### config.mk
export PLATFORM = sky130hd
export DESIGN_NAME = ram_arbiter
export DESIGN_NICKNAME = d
export VERILOG_FILES = /design/src/rtl/ram_arbiter.sv
export SDC_FILE = /design/constraint.sdc
export NUM_CORES = 1
export LEC_CHECK = 0
export ABC_CLOCK_PERIOD_IN_PS = 1900
export BUFFER_PORTS_ARGS = -buffer_cell sky130_fd_sc_hd__buf_2
export CORE_AREA = 2 2 107 109
export CTS_CLUSTER_SIZE = 10
export DETAILED_ROUTE_END_ITERATION = 12
export DIE_AREA = 0 0 109 111
export PLACE_DENSITY = 0.62
export SYNTH_ARGS = -nofsm -noshare
export SYNTH_HDL_FRONTEND = slang
export SYNTH_SLANG_ARGS = --single-unit
### constraint.sdc
create_clock -name clk -period 1.9 [get_ports clk]
set_input_delay 0.19 -clock clk [delete_from_list [all_inputs] [get_ports clk]]
set_output_delay 0.19 -clock clk [all_outputs]
set_load 0.1 [all_outputs]
### src/rtl/ram_arbiter.sv
// ============================================================================
// Module   : ram_arbiter
// Purpose  : Shares the single-port word RAM between the fetch and data ports.
//            One transaction owns the RAM at a time. Data has priority over
//            fetch unless ARB_ROUND_ROBIN_EN is defined, which alternates
//            contended grants.
// Revision : 1.0 - initial release
// ============================================================================
`default_nettype none

module ram_arbiter #(
    parameter int MAX_WAIT = 16
) (
    input  logic        clk,
    input  logic        nrst,
    input  logic        i_ren,
    input  logic [31:0] i_addr,
    output logic [31:0] i_load,
    output logic [1:0]  i_state,
    input  logic        d_ren,
    input  logic [3:0]  d_wen,
    input  logic [31:0] d_addr,
    input  logic [31:0] d_store,
    output logic [31:0] d_load,
    output logic [1:0]  d_state,
    output logic        m_ren,
    output logic [3:0]  m_wen,
    output logic [31:0] m_addr,
    output logic [31:0] m_store,
    input  logic [31:0] m_load,
    input  logic [1:0]  m_state,
    output logic        err
);

    typedef enum logic [1:0] {
        ARB_IDLE = 2'd0,
        ARB_I    = 2'd1,
        ARB_D    = 2'd2
    } arb_state_t;

    localparam logic [1:0] RAM_IDLE = 2'd0;
    localparam logic [1:0] RAM_WAIT = 2'd1;
    localparam logic [1:0] RAM_DONE = 2'd2;
    localparam int         CW       = $clog2(MAX_WAIT + 1);

    arb_state_t    state_q, state_d;
    logic [CW-1:0] cnt_q, cnt_d;
    logic          err_q, err_d;
`ifdef ARB_ROUND_ROBIN_EN
    logic          rr_q, rr_d;      // 1: data wins the next contended grant
`endif

    logic w_i_req, w_d_req, w_sel_data, w_grant, w_busy;

    assign w_i_req = i_ren;
    assign w_d_req = d_ren | (|d_wen);
    assign w_busy  = (state_q != ARB_IDLE);
    assign err     = err_q & nrst;

    always_ff @(posedge clk) begin
        if (!nrst) begin
            state_q <= ARB_IDLE;
            cnt_q   <= '0;
            err_q   <= 1'b0;
`ifdef ARB_ROUND_ROBIN_EN
            rr_q    <= 1'b1;
`endif
        end else begin
            state_q <= state_d;
            cnt_q   <= cnt_d;
            err_q   <= err_d;
`ifdef ARB_ROUND_ROBIN_EN
            rr_q    <= rr_d;
`endif
        end
    end

    always_comb begin
        state_d    = state_q;
        cnt_d      = cnt_q;
        err_d      = err_q;
`ifdef ARB_ROUND_ROBIN_EN
        rr_d       = rr_q;
`endif
        w_sel_data = 1'b0;
        w_grant    = 1'b0;
        i_state    = w_i_req ? RAM_WAIT : RAM_IDLE;
        d_state    = w_d_req ? RAM_WAIT : RAM_IDLE;
        i_load     = '0;
        d_load     = '0;

        unique case (state_q)
            ARB_IDLE: begin
                cnt_d   = '0;
                w_grant = w_i_req | w_d_req;
                if (w_i_req && w_d_req) begin
`ifdef ARB_ROUND_ROBIN_EN
                    w_sel_data = rr_q;
                    rr_d       = ~rr_q;
`else
                    w_sel_data = 1'b1;
`endif
                end else begin
                    w_sel_data = w_d_req;
                end
                if (w_grant) begin
                    state_d = w_sel_data ? ARB_D : ARB_I;
                end
            end
            ARB_I: begin
                w_grant = 1'b1;
                i_state = m_state;
                i_load  = m_load;
                if (m_state == RAM_DONE || !w_i_req) begin
                    state_d = ARB_IDLE;
                end
            end
            ARB_D: begin
                w_grant    = 1'b1;
                w_sel_data = 1'b1;
                d_state    = m_state;
                d_load     = m_load;
                if (m_state == RAM_DONE || !w_d_req) begin
                    state_d = ARB_IDLE;
                end
            end
            default: state_d = ARB_IDLE;
        endcase

        // Error latches in the same edge the saturating counter reaches MAX_WAIT
        if (w_busy && m_state != RAM_DONE) begin
            if (cnt_q != CW'(MAX_WAIT)) begin
                cnt_d = cnt_q + CW'(1);
            end
            if (cnt_q == CW'(MAX_WAIT - 1)) begin
                err_d = 1'b1;
            end
        end

        m_ren   = 1'b0;
        m_wen   = '0;
        m_addr  = '0;
        m_store = '0;
        if (w_grant && nrst) begin
            if (w_sel_data) begin
                m_ren   = d_ren;
                m_wen   = d_wen;
                m_addr  = d_addr;
                m_store = d_store;
            end else begin
                m_ren   = i_ren;
                m_addr  = i_addr;
            end
        end

        // Reset drops ownership immediately, not just at the next edge
        if (!nrst) begin
            i_state = RAM_IDLE;
            d_state = RAM_IDLE;
            i_load  = '0;
            d_load  = '0;
        end
    end

endmodule

`default_nettype wire

======== Word-level counts from Yosys, hierarchy flattened ========
Index checks and enable logic that the tools add are counted.
storage, ports and cells
  register bits ........................... 8
  input port bits ......................... 138
  output and inout bits ................... 138
  word-level logic and storage cells ...... 59
operators by class
  $add $sub $neg .......................... 1
  equal/unequal tests ..................... 9
  muxes and demuxes ....................... 30
  bitwise gates (word level) .............. 3
  reduce and logical (&&, ||, !) cells .... 13
operators by type and width
  operator                                                                count
  32-bit two-way mux                                                      8
  2-bit two-way mux                                                       8
  5-bit two-way mux                                                       3
  4-bit two-way mux                                                       2
  2-bit inequality test (second input constant)                           4
  1-bit two-way mux                                                       6
  2-bit case mux with 3 select lines                                      1
  5-bit by 1-bit adder with 5-bit output (second input constant)          1
  5-bit by 4-bit equality test with 1-bit output (second input constant)  1
  5-bit inequality test (second input constant)                           1
  2-bit equality test (second input constant)                             2
  1-bit case mux with 2 select lines                                      2
  4-bit OR reduction                                                      1
  1-bit logical AND                                                       3
  3-bit AND reduction                                                     1
  2-bit by 1-bit equality test with 1-bit output (second input constant)  1
  1-bit logical NOT                                                       2
  2-bit logical NOT                                                       1
  1-bit logical OR                                                        2
  1-bit OR                                                                2
  2-bit AND reduction                                                     1
  2-bit nonzero test                                                      1
  2-bit OR reduction                                                      1
  1-bit AND                                                               1

======== Logic depth before layout (Yosys ltp) ========
Gate-level depths: netlist (run 1).
  depth in word-level cells ............... 8
  depth in mapped cells ................... 8
  depth with buffers taken out ............ 6

======== Worst setup path after synthesis (run 1) ========
OpenSTA, ideal clock, no wires.
  path type ............................... reg-to-output
  start ................................... reg state_q[0]
  end ..................................... out m_addr[22]
  data arrival time ....................... 2.807 ns
  data required time ...................... 1.710 ns
  setup slack ............................. -1.097 ns
  cell stages (with the launch flop) ...... 7
  buffers on the path ..................... 1
  cell sequence ........................... dfxtp_1 -> inv_1 -> ha_1 -> o31a_1 -> clkbuf_1 -> o21ai_0 -> a21oi_1
between the ends
  word-level cells in the longest chain between the ends .. 5
  elaborated cells on any way between the ends .. 9
  those cells by class .................... eq/ne (2); mux (4); reduce/logical (3)
RTL lines
  item                                                                                   line  RTL
  start: declaration                                                                     46    arb_state_t state_q, state_d;
  start signal: assignment                                                               69    state_q <= state_d;
  2-bit equality test or 2-bit by 1-bit equality test with 1-bit output (tied branches)  92    unique case (state_q)
  2-bit OR reduction (no source line)                                                    n/a
  1-bit case mux with 2 select lines                                                     92
  1-bit logical AND                                                                      144   if (w_grant && nrst) begin
  32-bit two-way mux (*)                                                                 144
  end: declaration                                                                       28    output logic [31:0] m_addr,
Every way passes the cells marked *; elsewhere a longest branch is shown, timed or not.

======== Worst setup path in the final report (run 1) ========
  start ................................... in d_wen[1]
  end ..................................... out m_ren
between the ends
  word-level cells in the longest chain between the ends .. 8
  elaborated cells on any way between the ends .. 11
  those cells by class .................... mux (6); bitwise (2); reduce/logical (3)
RTL lines
  item                                line  RTL
  start: declaration                  21    input logic [3:0] d_wen,
  4-bit OR reduction (*)              56    assign w_d_req = d_ren | (|d_wen);
  1-bit OR (*)                        56
  1-bit logical AND                   96    if (w_i_req && w_d_req) begin
  1-bit two-way mux                   96
  1-bit two-way mux                   92
  1-bit case mux with 2 select lines  92
  1-bit two-way mux                   145   if (w_sel_data) begin
  1-bit two-way mux (*)               144
  end: declaration                    26    output logic m_ren,
Every way passes the cells marked *; elsewhere a longest branch is shown, timed or not. The select of a mux whose other input is x is not followed.

==> impl_metrics.env, run 1 <==
export IMPL_total_power_uw=11900
export IMPL_syn_nets=453
export IMPL_synthesis_area_um2=1960
export IMPL_power_internal_uw=4790
export IMPL_area_delta_synth_final_pct=271
export IMPL_core_area_um2=11100
export IMPL_hpwl_um=10300
export IMPL_ys_flop_type="dfxtp_1"
export IMPL_yosys_area_top_type="and3_1"
export IMPL_topRoutingLayerUsed="met4"
export IMPL_synth_seq_cells=8
export IMPL_die_w_um=109
export IMPL_fin_area_um2=7250
export IMPL_met3WireLength_um=916
export IMPL_async_reset_ff_share_pct=0
export IMPL_ant_nets=0
export IMPL_fin_cells=763
export IMPL_yosysSeqAreaShare_pct=8.19
export IMPL_rrSetupSlack_ns=0.23
export IMPL_first_pass_iters=4
export IMPL_die_height_um=111
export IMPL_power_frac_clock_pct=3.0
export IMPL_num_vias=3677
export IMPL_cp_start_kind="input port"
export IMPL_worstPathArrival_ns=1.95
export IMPL_port_buffers=275
export IMPL_clkLatencyLatePin_ns=0.23
export IMPL_power_switching_share_pct=59.8
export IMPL_critPathRequiredTime_ns=1.71
export IMPL_viasPerCell=4.82
export IMPL_peakVddDrop_uv=1010
export IMPL_fmax_ghz=0.467
export IMPL_cts_made_buffers=3
export IMPL_die_area_um2=12100
export IMPL_n_antenna_cell=0
export IMPL_drt_initial_drc_count=186
export IMPL_fin_ws_ns=-0.240
export IMPL_end_kind="primary output"
export IMPL_p_per_area_nw_per_um2=1640
export IMPL_worstMarginPinSlew_ns=0.546
export IMPL_pre_cts_ws_ns=-0.274
export IMPL_rows=39
export IMPL_setup_violations=69
export IMPL_routabilityCongestion=0.853
export IMPL_yosysMostFrequentCell="and3_1"
export IMPL_cts_root_buffer="clkbuf_16"
export IMPL_cts_tree="built"
export IMPL_nets=767
export IMPL_yosys_warnings=0
export IMPL_holdWs_ns=0.306
export IMPL_routedWlPerCell_um=19.2
export IMPL_worstPathMaxFanout=8
export IMPL_grt_pass1_wl_um=21900
export IMPL_grt_max_degree=74
export IMPL_p_leak_uw=0.00317
export IMPL_placed_cell_area_um2=6440
export IMPL_power_frac_comb_pct=95.1
export IMPL_grt_overflow_total=0
export IMPL_synth_top_area_share_pct=21.4
export IMPL_clkSlewWorstSetupHoldPaths_ns=0.04
export IMPL_cts_max_level=1
export IMPL_syn_inst=308
export IMPL_yosys_top_cells_count="67 x and3_1, 39 x and2_1, 38 x a21oi_1"
export IMPL_grt_pass1_vias=3904
export IMPL_p_sw_uw=7110
export IMPL_cts_hold_buffers=0
export IMPL_ioPinCount=276
export IMPL_slew_headroom_pct=63.6
export IMPL_wl_met2_um=8260
export IMPL_drive_above_1_share_pct=84.7
export IMPL_drv_cap=0
export IMPL_dp_cells=737
export IMPL_rsz0062_at_grt="yes"
export IMPL_outcome="finished with violations"
export IMPL_wl_met1_um=5150
export IMPL_grt_usage_pct=23.1
export IMPL_cts_path_max_buffers=2
export IMPL_drc=0
export IMPL_synth_area_leaders="and3_1 21%, and2_1 12%, a21oi_1 9.7%, o21ai_0 9.0%, nand3_1 8.7%"
export IMPL_synth_edf_count=0
export IMPL_routed_wirelength_um=14700
export IMPL_synth_distinct_cells=35
export IMPL_avgSynthCellArea_um2=6.35
export IMPL_hold_viol_final=0
export IMPL_hp_class="input port to flop"
export IMPL_slew_viol_final=0
export IMPL_seqPwrFrac_pct=2.0
export IMPL_start_util_pct=17.7
export IMPL_failed_checks="setup timing"
export IMPL_period_minus_slack_ns=2.14
export IMPL_crit_type="input port to primary output"
export IMPL_clock_sinks=8
export IMPL_fin_crit_sh_pct=113
export IMPL_antenna_found_initial=0
export IMPL_final_setup_skew_ns=0.00327
## final timing paths
path | start | endpoint | cells after the start
max reg2reg | state_q[1] | state_q[0] | 7
max | d_wen[1] | m_ren | 9
min reg2reg | cnt_q[1] | cnt_q[1] | 2
min | m_state[0] | cnt_q[1] | 4
## power by group through the flow
stage	clock, uW	combinational (uW)	sequential (uW)
floorplan	0	6370	212
global placement	0	9770	213
detailed placement	0	9900	216
CTS	357	11300	225
global route	371	11700	239
finish	353	11300	235
## worst max-delay path: stages
cell and delay (ns):
buf_6 0.10, or3_4 0.42, buf_6 0.14, o41a_1 0.35, o21bai_4 0.21, buf_4 0.15
buf_12 0.15, a21oi_4 0.05, buf_12 0.18
## final cells by class
class | instances | area (um^2)
fill | 787 | 3830
clock buffer | 3 | 75.1
inverter | 7 | 35.0
sequential | 8 | 165
timing repair buffer | 346 | 4230
tap | 143 | 179
multi-input combinational | 256 | 2570
## kinds of logic (layout without fill, tap and decap cells)
family | count (synthesis) | after routing | synth area share (%)
xor gates and xnor gates | 2 | 2 | 0.896
muxes | 2 | 2 | 1.02
buffers and inverters | 44 | 356 | 11.4
AOI/OAI and AO/OA | 86 | 86 | 26.5
DFF | 8 | 8 | 8.19
and+or+nand+nor | 159 | 159 | 47.5
adders and majority gates | 7 | 7 | 4.48
## cell usage in the layout, fill, tap and decap left out, types with 5 or more instances in the layout
master / count
nand2_1: 5
a21oi_1: 5
and3_2: 53
dfxtp_1: 6
nand3_4: 31
buf_12: 151
buf_6: 14
a21oi_4: 34
and3_1: 14
o21ai_1: 12
buf_4: 45
and2_4: 38
o21ai_0: 20
buf_2: 135
## registers in the layout, indices dropped and copies added, names as in the netlist
name	flops
cnt_q	5
err_q	1
state_q	2
## stage by stage
step,TNS (ns),utilization [%]
after detailed placement,-12.41,58.1
after floorplan,-5.58,-
after global placement,-9.67,58.1
after CTS,-10.04,64.8
after global routing,-18.04,65.5
final,-13.53,65.5
## layer usage
metal  vias up  track usage (%)
met4         0             6.84
met2       154             44.7
met1      1757             24.3
met3        32             4.82
met5         -                0
li1       1734                -
## repair_timing
| item | in CTS | in global routing |
|---|---|---|
| buffers inserted | 20 | 7 |
| gates cloned | 7 | 0 |
| endpoints found under the setup margin | 102 | 103 |
| gates resized for setup | 84 | 50 |
| pin swaps | 37 | 38 |
| endpoints found under the hold margin | 0 | 0 |
(Power assumes the default switching activity.)
==> run 2: changes to the inputs <==
==> config.mk (replaced) <==
export PLATFORM = sky130hd
export DESIGN_NAME = ram_arbiter
export DESIGN_NICKNAME = d
export VERILOG_FILES = /design/src/rtl/ram_arbiter.sv
export SDC_FILE = /design/constraint.sdc
export NUM_CORES = 1
export LEC_CHECK = 0
export ABC_CLOCK_PERIOD_IN_PS = 1800
export BUFFER_PORTS_ARGS = -buffer_cell sky130_fd_sc_hd__buf_2
export CORE_AREA = 2 2 106 108
export CTS_CLUSTER_SIZE = 10
export DETAILED_ROUTE_END_ITERATION = 12
export DIE_AREA = 0 0 108 110
export PLACE_DENSITY = 0.65
export SYNTH_ARGS = -nofsm -noshare
export SYNTH_HDL_FRONTEND = slang
export SYNTH_SLANG_ARGS = --single-unit
==> constraint.sdc (replaced) <==
create_clock -name clk -period 1.8 [get_ports clk]
set_input_delay 0.18 -clock clk [delete_from_list [all_inputs] [get_ports clk]]
set_output_delay 0.18 -clock clk [all_outputs]
set_load 0.1 [all_outputs]
==> run 2 against run 1 <==
  * The flow still finishes with violations (setup timing)
  * Cell count shrank 1.3%
  * Final area shrank 6.7%
  * First-iteration DRC count grew 22%
  * Via count shrank 3.5%
  * Global-route usage shrank 2.9 points
  * Worst setup slack lost 0.075 ns
  * Combinational power is essentially flat
  * Clock power shrank 41%
  * Highest routed layer unchanged
  * Sequential power grew 3%
  * Critical path depth is the same
  * Critical endpoint is now m_addr[5]
  * Sequential cell count is the same
  * Non-clock buffer count shrank 8
==> impl_metrics.env, run 2 (synthesized netlist as in run 1, its figures left out) <==
export IMPL_cts_root_buffer="clkbuf_8"
export IMPL_final_common_cell="buf_12"
export IMPL_placed_cell_area_um2=6350
export IMPL_routedWlPerCell_um=17.5
export IMPL_first_pass_iters=4
export IMPL_area_delta_synth_final_pct=246
export IMPL_worstPathMaxFanout=8
export IMPL_rsz0062_at_grt="yes"
export IMPL_viasPerCell=4.71
export IMPL_p_leak_uw=0.00306
export IMPL_power_frac_comb_pct=96.0
export IMPL_port_buffers=275
export IMPL_failed_checks="setup timing"
export IMPL_cts_path_max_buffers=2
export IMPL_cp_startpoint="state_q[0]"
export IMPL_crit_top_cell="buf_4"
export IMPL_drv_cap=0
export IMPL_rrSetupSlack_ns=0.10
export IMPL_drt_initial_drc_count=227
export IMPL_power_internal_uw=4560
export IMPL_cp_num_buf_inv=5
export IMPL_critPathTopFamily="buffers and inverters"
export IMPL_ant_nets=0
export IMPL_die_area_um2=11900
export IMPL_slowest_delay_ns=0.33
export IMPL_cp_slowest_cell="dfxtp_2"
export IMPL_r2r_cells=7
export IMPL_grt_usage_pct=20.2
export IMPL_cp_cell_sequence="buf_4 -> ha_2 -> nand2b_4 -> buf_4 -> o21bai_4 -> buf_6 -> buf_16 -> a21oi_4 -> buf_12"
export IMPL_fin_ws_ns=-0.315
export IMPL_clock_sinks=8
export IMPL_cts_tree="built"
export IMPL_top_register="cnt_q"
export IMPL_slew_viol_final=0
export IMPL_final_cell_mix="147 x buf_12, 137 x buf_2, 60 x and3_2"
export IMPL_fin_crit_sh_pct=118
export IMPL_clkLatencyLatePin_ns=0.22
export IMPL_drc=0
export IMPL_cp_start_kind="flop"
export IMPL_critPathRequiredTime_ns=1.62
export IMPL_routabilityCongestion=0.881
export IMPL_rows=38
export IMPL_n_antenna_cell=0
export IMPL_grt_max_degree=74
export IMPL_ioPinCount=276
export IMPL_worstPathArrival_ns=1.94
export IMPL_drive_above_1_share_pct=80.4
export IMPL_hp_class="input port to flop"
export IMPL_grt_pass1_vias=3610
export IMPL_cts_max_level=1
export IMPL_final_setup_skew_ns=0.000651
export IMPL_fillers=815
export IMPL_power_frac_clock_pct=1.8
export IMPL_crit_path_end="m_addr[5]"
export IMPL_die_w_um=108
export IMPL_r2r_end="state_q[1]"
export IMPL_clkSlewWorstSetupHoldPaths_ns=0.04
export IMPL_period_minus_slack_ns=2.12
export IMPL_end_kind="primary output"
export IMPL_seqPwrFrac_pct=2.1
export IMPL_nets=760
export IMPL_holdWs_ns=0.341
export IMPL_num_vias=3548
export IMPL_p_sw_uw=6900
export IMPL_hold_viol_final=0
export IMPL_outcome="finished with violations"
export IMPL_die_height_um=110
export IMPL_core_area_um2=10700
export IMPL_antenna_found_initial=0
export IMPL_final_core_util_pct=63.2
export IMPL_r2r_start="state_q[1]"
export IMPL_grt_overflow_total=0
export IMPL_routed_wirelength_um=13200
export IMPL_largest_reg_flops=5
export IMPL_pre_cts_ws_ns=-0.392
export IMPL_total_power_uw=11500
export IMPL_fin_area_um2=6760
export IMPL_fmax_ghz=0.473
export IMPL_reg_top3="cnt_q: 5 flops, state_q: 2 flops, err_q: 1 flops"
export IMPL_p_per_area_nw_per_um2=1690
export IMPL_peakVddDrop_uv=1190
export IMPL_start_util_pct=18.3
export IMPL_grt_pass1_wl_um=19100
export IMPL_worstMarginPinSlew_ns=0.532
export IMPL_hpwl_um=10400
export IMPL_slew_headroom_pct=64.6
export IMPL_setup_violations=69
export IMPL_crit_type="flop to primary output"
export IMPL_cts_made_buffers=3
export IMPL_path_depth=9
export IMPL_power_switching_share_pct=60.2
run 2: stage by stage:
step,setup TNS [ns],cells
final,-19.78,753
after global routing,-24.37,753
after CTS,-21.06,749
after detailed placement,-20.25,733
after global placement,-17.05,733
after floorplan,-10.74,308
run 2: final cells by class:
cell class	instances	area, um^2	area share [%]
Timing Repair Buffer	338	4150	61.3
Multi-Input combinational cell	257	2210	32.6
Tap cell	140	175	2.59
Sequential cell	8	165	2.44
Clock buffer	3	41.3	0.611
Inverter	7	28.8	0.426
run 2: timing repair:
item,4_1_cts,5_1_grt
pin swaps,11,1
endpoints found under the setup margin,103,106
cloned,4,2
gates resized for setup,32,9
hold buffers,0,0
setup buffers,9,2
run 2: worst min-delay path, stage by stage:
cell,delay [ns]
buf_2,0.13
nor2b_1,0.08
nand2_1,0.07
a21oi_1,0.05
run 2: power by group through the flow:
stage                     Sequential, uW  Clock (uW)  Combinational, uW
after detailed placement             226           0              10300
after floorplan                      225           0               6670
after global routing                 246         226              11400
final                                243         210              11000
after CTS                            234         215              10800
after global placement               224           0              10100
run 2: routing by layer:
metal  share of wire (%)  up-vias  global-route usage (%)
li1                    -     1709                       -
met1                  35     1674                    21.3
met2                  56      143                    40.8
met3                 7.3       22                    5.17
met4                 1.7        0                    3.02
met5                   0        -                       0
run 2: worst min path at each step:
stage                     depth (start not counted)  slack (ns)       start       end
after floorplan                                   3        0.37  m_state[0]  cnt_q[1]
after global placement                            2        0.48    cnt_q[1]  cnt_q[1]
after detailed placement                          2        0.50    cnt_q[1]  cnt_q[1]
after CTS                                         4        0.33  m_state[0]  cnt_q[1]
after global routing                              4        0.40  m_state[0]  cnt_q[1]
final                                             4        0.34  m_state[0]  cnt_q[1]
==> run 3: changes to the inputs <==
--- a/config.mk
+++ b/config.mk
@@ -8,10 +8,11 @@
 export ABC_CLOCK_PERIOD_IN_PS = 1800
 export BUFFER_PORTS_ARGS = -buffer_cell sky130_fd_sc_hd__buf_2
 export CORE_AREA = 2 2 106 108
-export CTS_CLUSTER_SIZE = 10
+export CTS_CLUSTER_SIZE = 16
 export DETAILED_ROUTE_END_ITERATION = 12
 export DIE_AREA = 0 0 108 110
 export PLACE_DENSITY = 0.65
+export RECOVER_POWER = 100
 export SYNTH_ARGS = -nofsm -noshare
 export SYNTH_HDL_FRONTEND = slang
 export SYNTH_SLANG_ARGS = --single-unit
==> run 3 against run 2 <==
  * The flow still finishes with violations (setup timing)
  * Critical path type unchanged
  * Sequential share of layout area rose by 0.064 points
  * Final area fell by 2.6%
  * Highest routed layer unchanged
  * Largest cell class unchanged
  * Wire length rose by 0.13%
  * Critical endpoint unchanged
  * Hold slack barely moved
  * Clock-buffer cell count did not move
  * Maximum frequency barely moved
==> impl_metrics.env, run 3 (synthesized netlist as in run 1, its figures left out) <==
export IMPL_path_depth=9
export IMPL_critPathTopFamily="buffers and inverters"
export IMPL_grt_usage_pct=20.2
export IMPL_worstPathMaxFanout=8
export IMPL_period_minus_slack_ns=2.12
export IMPL_cts_tree="built"
export IMPL_hp_class="input port to flop"
export IMPL_slowest_delay_ns=0.33
export IMPL_area_delta_synth_final_pct=237
export IMPL_fmax_ghz=0.472
export IMPL_r2r_cells=7
export IMPL_crit_path_end="m_addr[5]"
export IMPL_critPathRequiredTime_ns=1.62
export IMPL_die_area_um2=11900
export IMPL_cp_cell_sequence="buf_4 -> ha_2 -> nand2b_4 -> buf_4 -> o21bai_4 -> buf_6 -> buf_16 -> a21oi_4 -> buf_12"
export IMPL_cts_made_buffers=3
export IMPL_rrSetupSlack_ns=0.07
export IMPL_final_common_cell="buf_2"
export IMPL_setup_violations=104
export IMPL_grt_max_degree=74
export IMPL_end_kind="primary output"
export IMPL_nets=760
export IMPL_clock_sinks=8
export IMPL_crit_top_cell="buf_4"
export IMPL_top_register="cnt_q"
export IMPL_fin_ws_ns=-0.316
export IMPL_dp_cells=733
export IMPL_cp_slowest_cell="dfxtp_2"
export IMPL_fin_cells=753
export IMPL_r2r_start="state_q[1]"
export IMPL_n_antenna_cell=0
export IMPL_first_pass_iters=4
export IMPL_drt_initial_drc_count=229
export IMPL_slew_viol_final=0
export IMPL_peakVddDrop_uv=1190
export IMPL_failed_checks="setup timing"
export IMPL_p_per_area_nw_per_um2=1710
export IMPL_cp_num_buf_inv=5
export IMPL_cp_start_kind="flop"
export IMPL_worstMarginPinSlew_ns=0.569
export IMPL_tns_ns=-20.57
export IMPL_drc=0
export IMPL_grt_pass1_vias=3610
export IMPL_outcome="finished with violations"
export IMPL_total_power_uw=11300
export IMPL_clkSlewWorstSetupHoldPaths_ns=0.04
export IMPL_drv_cap=0
export IMPL_fin_area_um2=6590
export IMPL_placed_cell_area_um2=6350
export IMPL_port_buffers=275
export IMPL_ant_nets=0
export IMPL_routabilityCongestion=0.881
export IMPL_r2r_end="state_q[1]"
export IMPL_clkLatencyLatePin_ns=0.22
export IMPL_rsz0062_at_grt="yes"
export IMPL_routedWlPerCell_um=17.5
export IMPL_largest_reg_flops=5
export IMPL_antenna_found_initial=0
export IMPL_core_area_um2=10700
export IMPL_die_height_um=110
export IMPL_final_setup_skew_ns=0.000643
export IMPL_routed_wirelength_um=13200
export IMPL_cts_root_buffer="clkbuf_8"
export IMPL_slew_headroom_pct=62.1
export IMPL_viasPerCell=4.70
export IMPL_grt_overflow_total=0
export IMPL_ioPinCount=276
export IMPL_drive_above_1_share_pct=80.3
export IMPL_reg_top3="cnt_q: 5 flops, state_q: 2 flops, err_q: 1 flops"
export IMPL_fin_crit_sh_pct=118
export IMPL_cts_hold_buffers=0
export IMPL_grt_pass1_wl_um=19100
export IMPL_cts_max_level=1
export IMPL_p_leak_uw=0.00302
export IMPL_die_w_um=108
export IMPL_final_cell_mix="137 x buf_2, 116 x buf_12, 60 x and3_2"
export IMPL_crit_type="flop to primary output"
export IMPL_hpwl_um=10400
export IMPL_start_util_pct=18.3
export IMPL_holdWs_ns=0.341
export IMPL_rows=38
export IMPL_worstPathArrival_ns=1.94
export IMPL_cts_path_max_buffers=2
export IMPL_cp_startpoint="state_q[0]"
export IMPL_num_vias=3536
export IMPL_hold_viol_final=0
## run 3: cell types whose count changed in the layout (fill, tap and decap cells not counted)
cell,before,now
buf_6,6,11
inv_1,4,5
clkbuf_4,0,1
buf_8,2,28
buf_4,42,41
buf_12,147,116
inv_2,2,1
## run 3: area by class of cell
class	count	area [um^2]
Inverter	7	28.8
Clock buffer	3	41.3
Multi-Input combinational cell	257	2210
Fill cell	846	4110
Tap cell	140	175
Sequential cell	8	165
Timing Repair Buffer	338	3970
## run 3: per-layer routing
metal	vias up	global-route usage (%)	part of all wire [%]
met5	-	0	0
met4	0	3.02	1.5
met3	18	5.17	7.4
met2	138	40.8	56
met1	1669	21.3	35
li1	1711	-	-
## run 3: stage by stage
| stage | worst slack, ns | utilization (%) |
|---|---|---|
| 6_report | -0.316 | 61.6 |
| 5_1_grt | -0.367 | 61.6 |
| 4_1_cts | -0.309 | 62.3 |
| 3_5_place_dp | -0.392 | 59.3 |
| 3_3_place_gp | -0.304 | 59.3 |
| 2_1_floorplan | -0.249 | - |
## run 3: worst min path at each step
| stage | depth (start not counted) | end | from |
|---|---|---|---|
| finish | 4 | cnt_q[1] | m_state[0] |
| global route | 4 | cnt_q[1] | m_state[0] |
| CTS | 4 | cnt_q[1] | m_state[0] |
| detailed placement | 2 | cnt_q[1] | cnt_q[1] |
| global placement | 2 | cnt_q[1] | cnt_q[1] |
| floorplan | 3 | cnt_q[1] | m_state[0] |
## run 3: where the power goes
| part | internal [uW] | switching (uW) | leakage, uW | total (uW) |
|---|---|---|---|---|
| logic | 4070 | 6780 | 0.00293 | 10800 |
| clock network | 144 | 65.6 | 0.0000216 | 210 |
| registers | 210 | 30.9 | 0.0000660 | 241 |
| total | 4430 | 6870 | 0.00302 | 11300 |
## run 3: repair_timing
item,CTS,global route
setup endpoints to repair,103,106
pin swaps,11,1
resized for setup,32,9
cloned,4,2
setup buffers,9,2
## run 3: worst register-to-register path: stages, from the launching register on
cell and delay [ns]:
dfxtp_4 0.36, inv_1 0.08, buf_4 0.14, ha_2 0.21, a211o_1 0.32, o211a_1 0.24
a21oi_1 0.15, o21ai_0 0.11
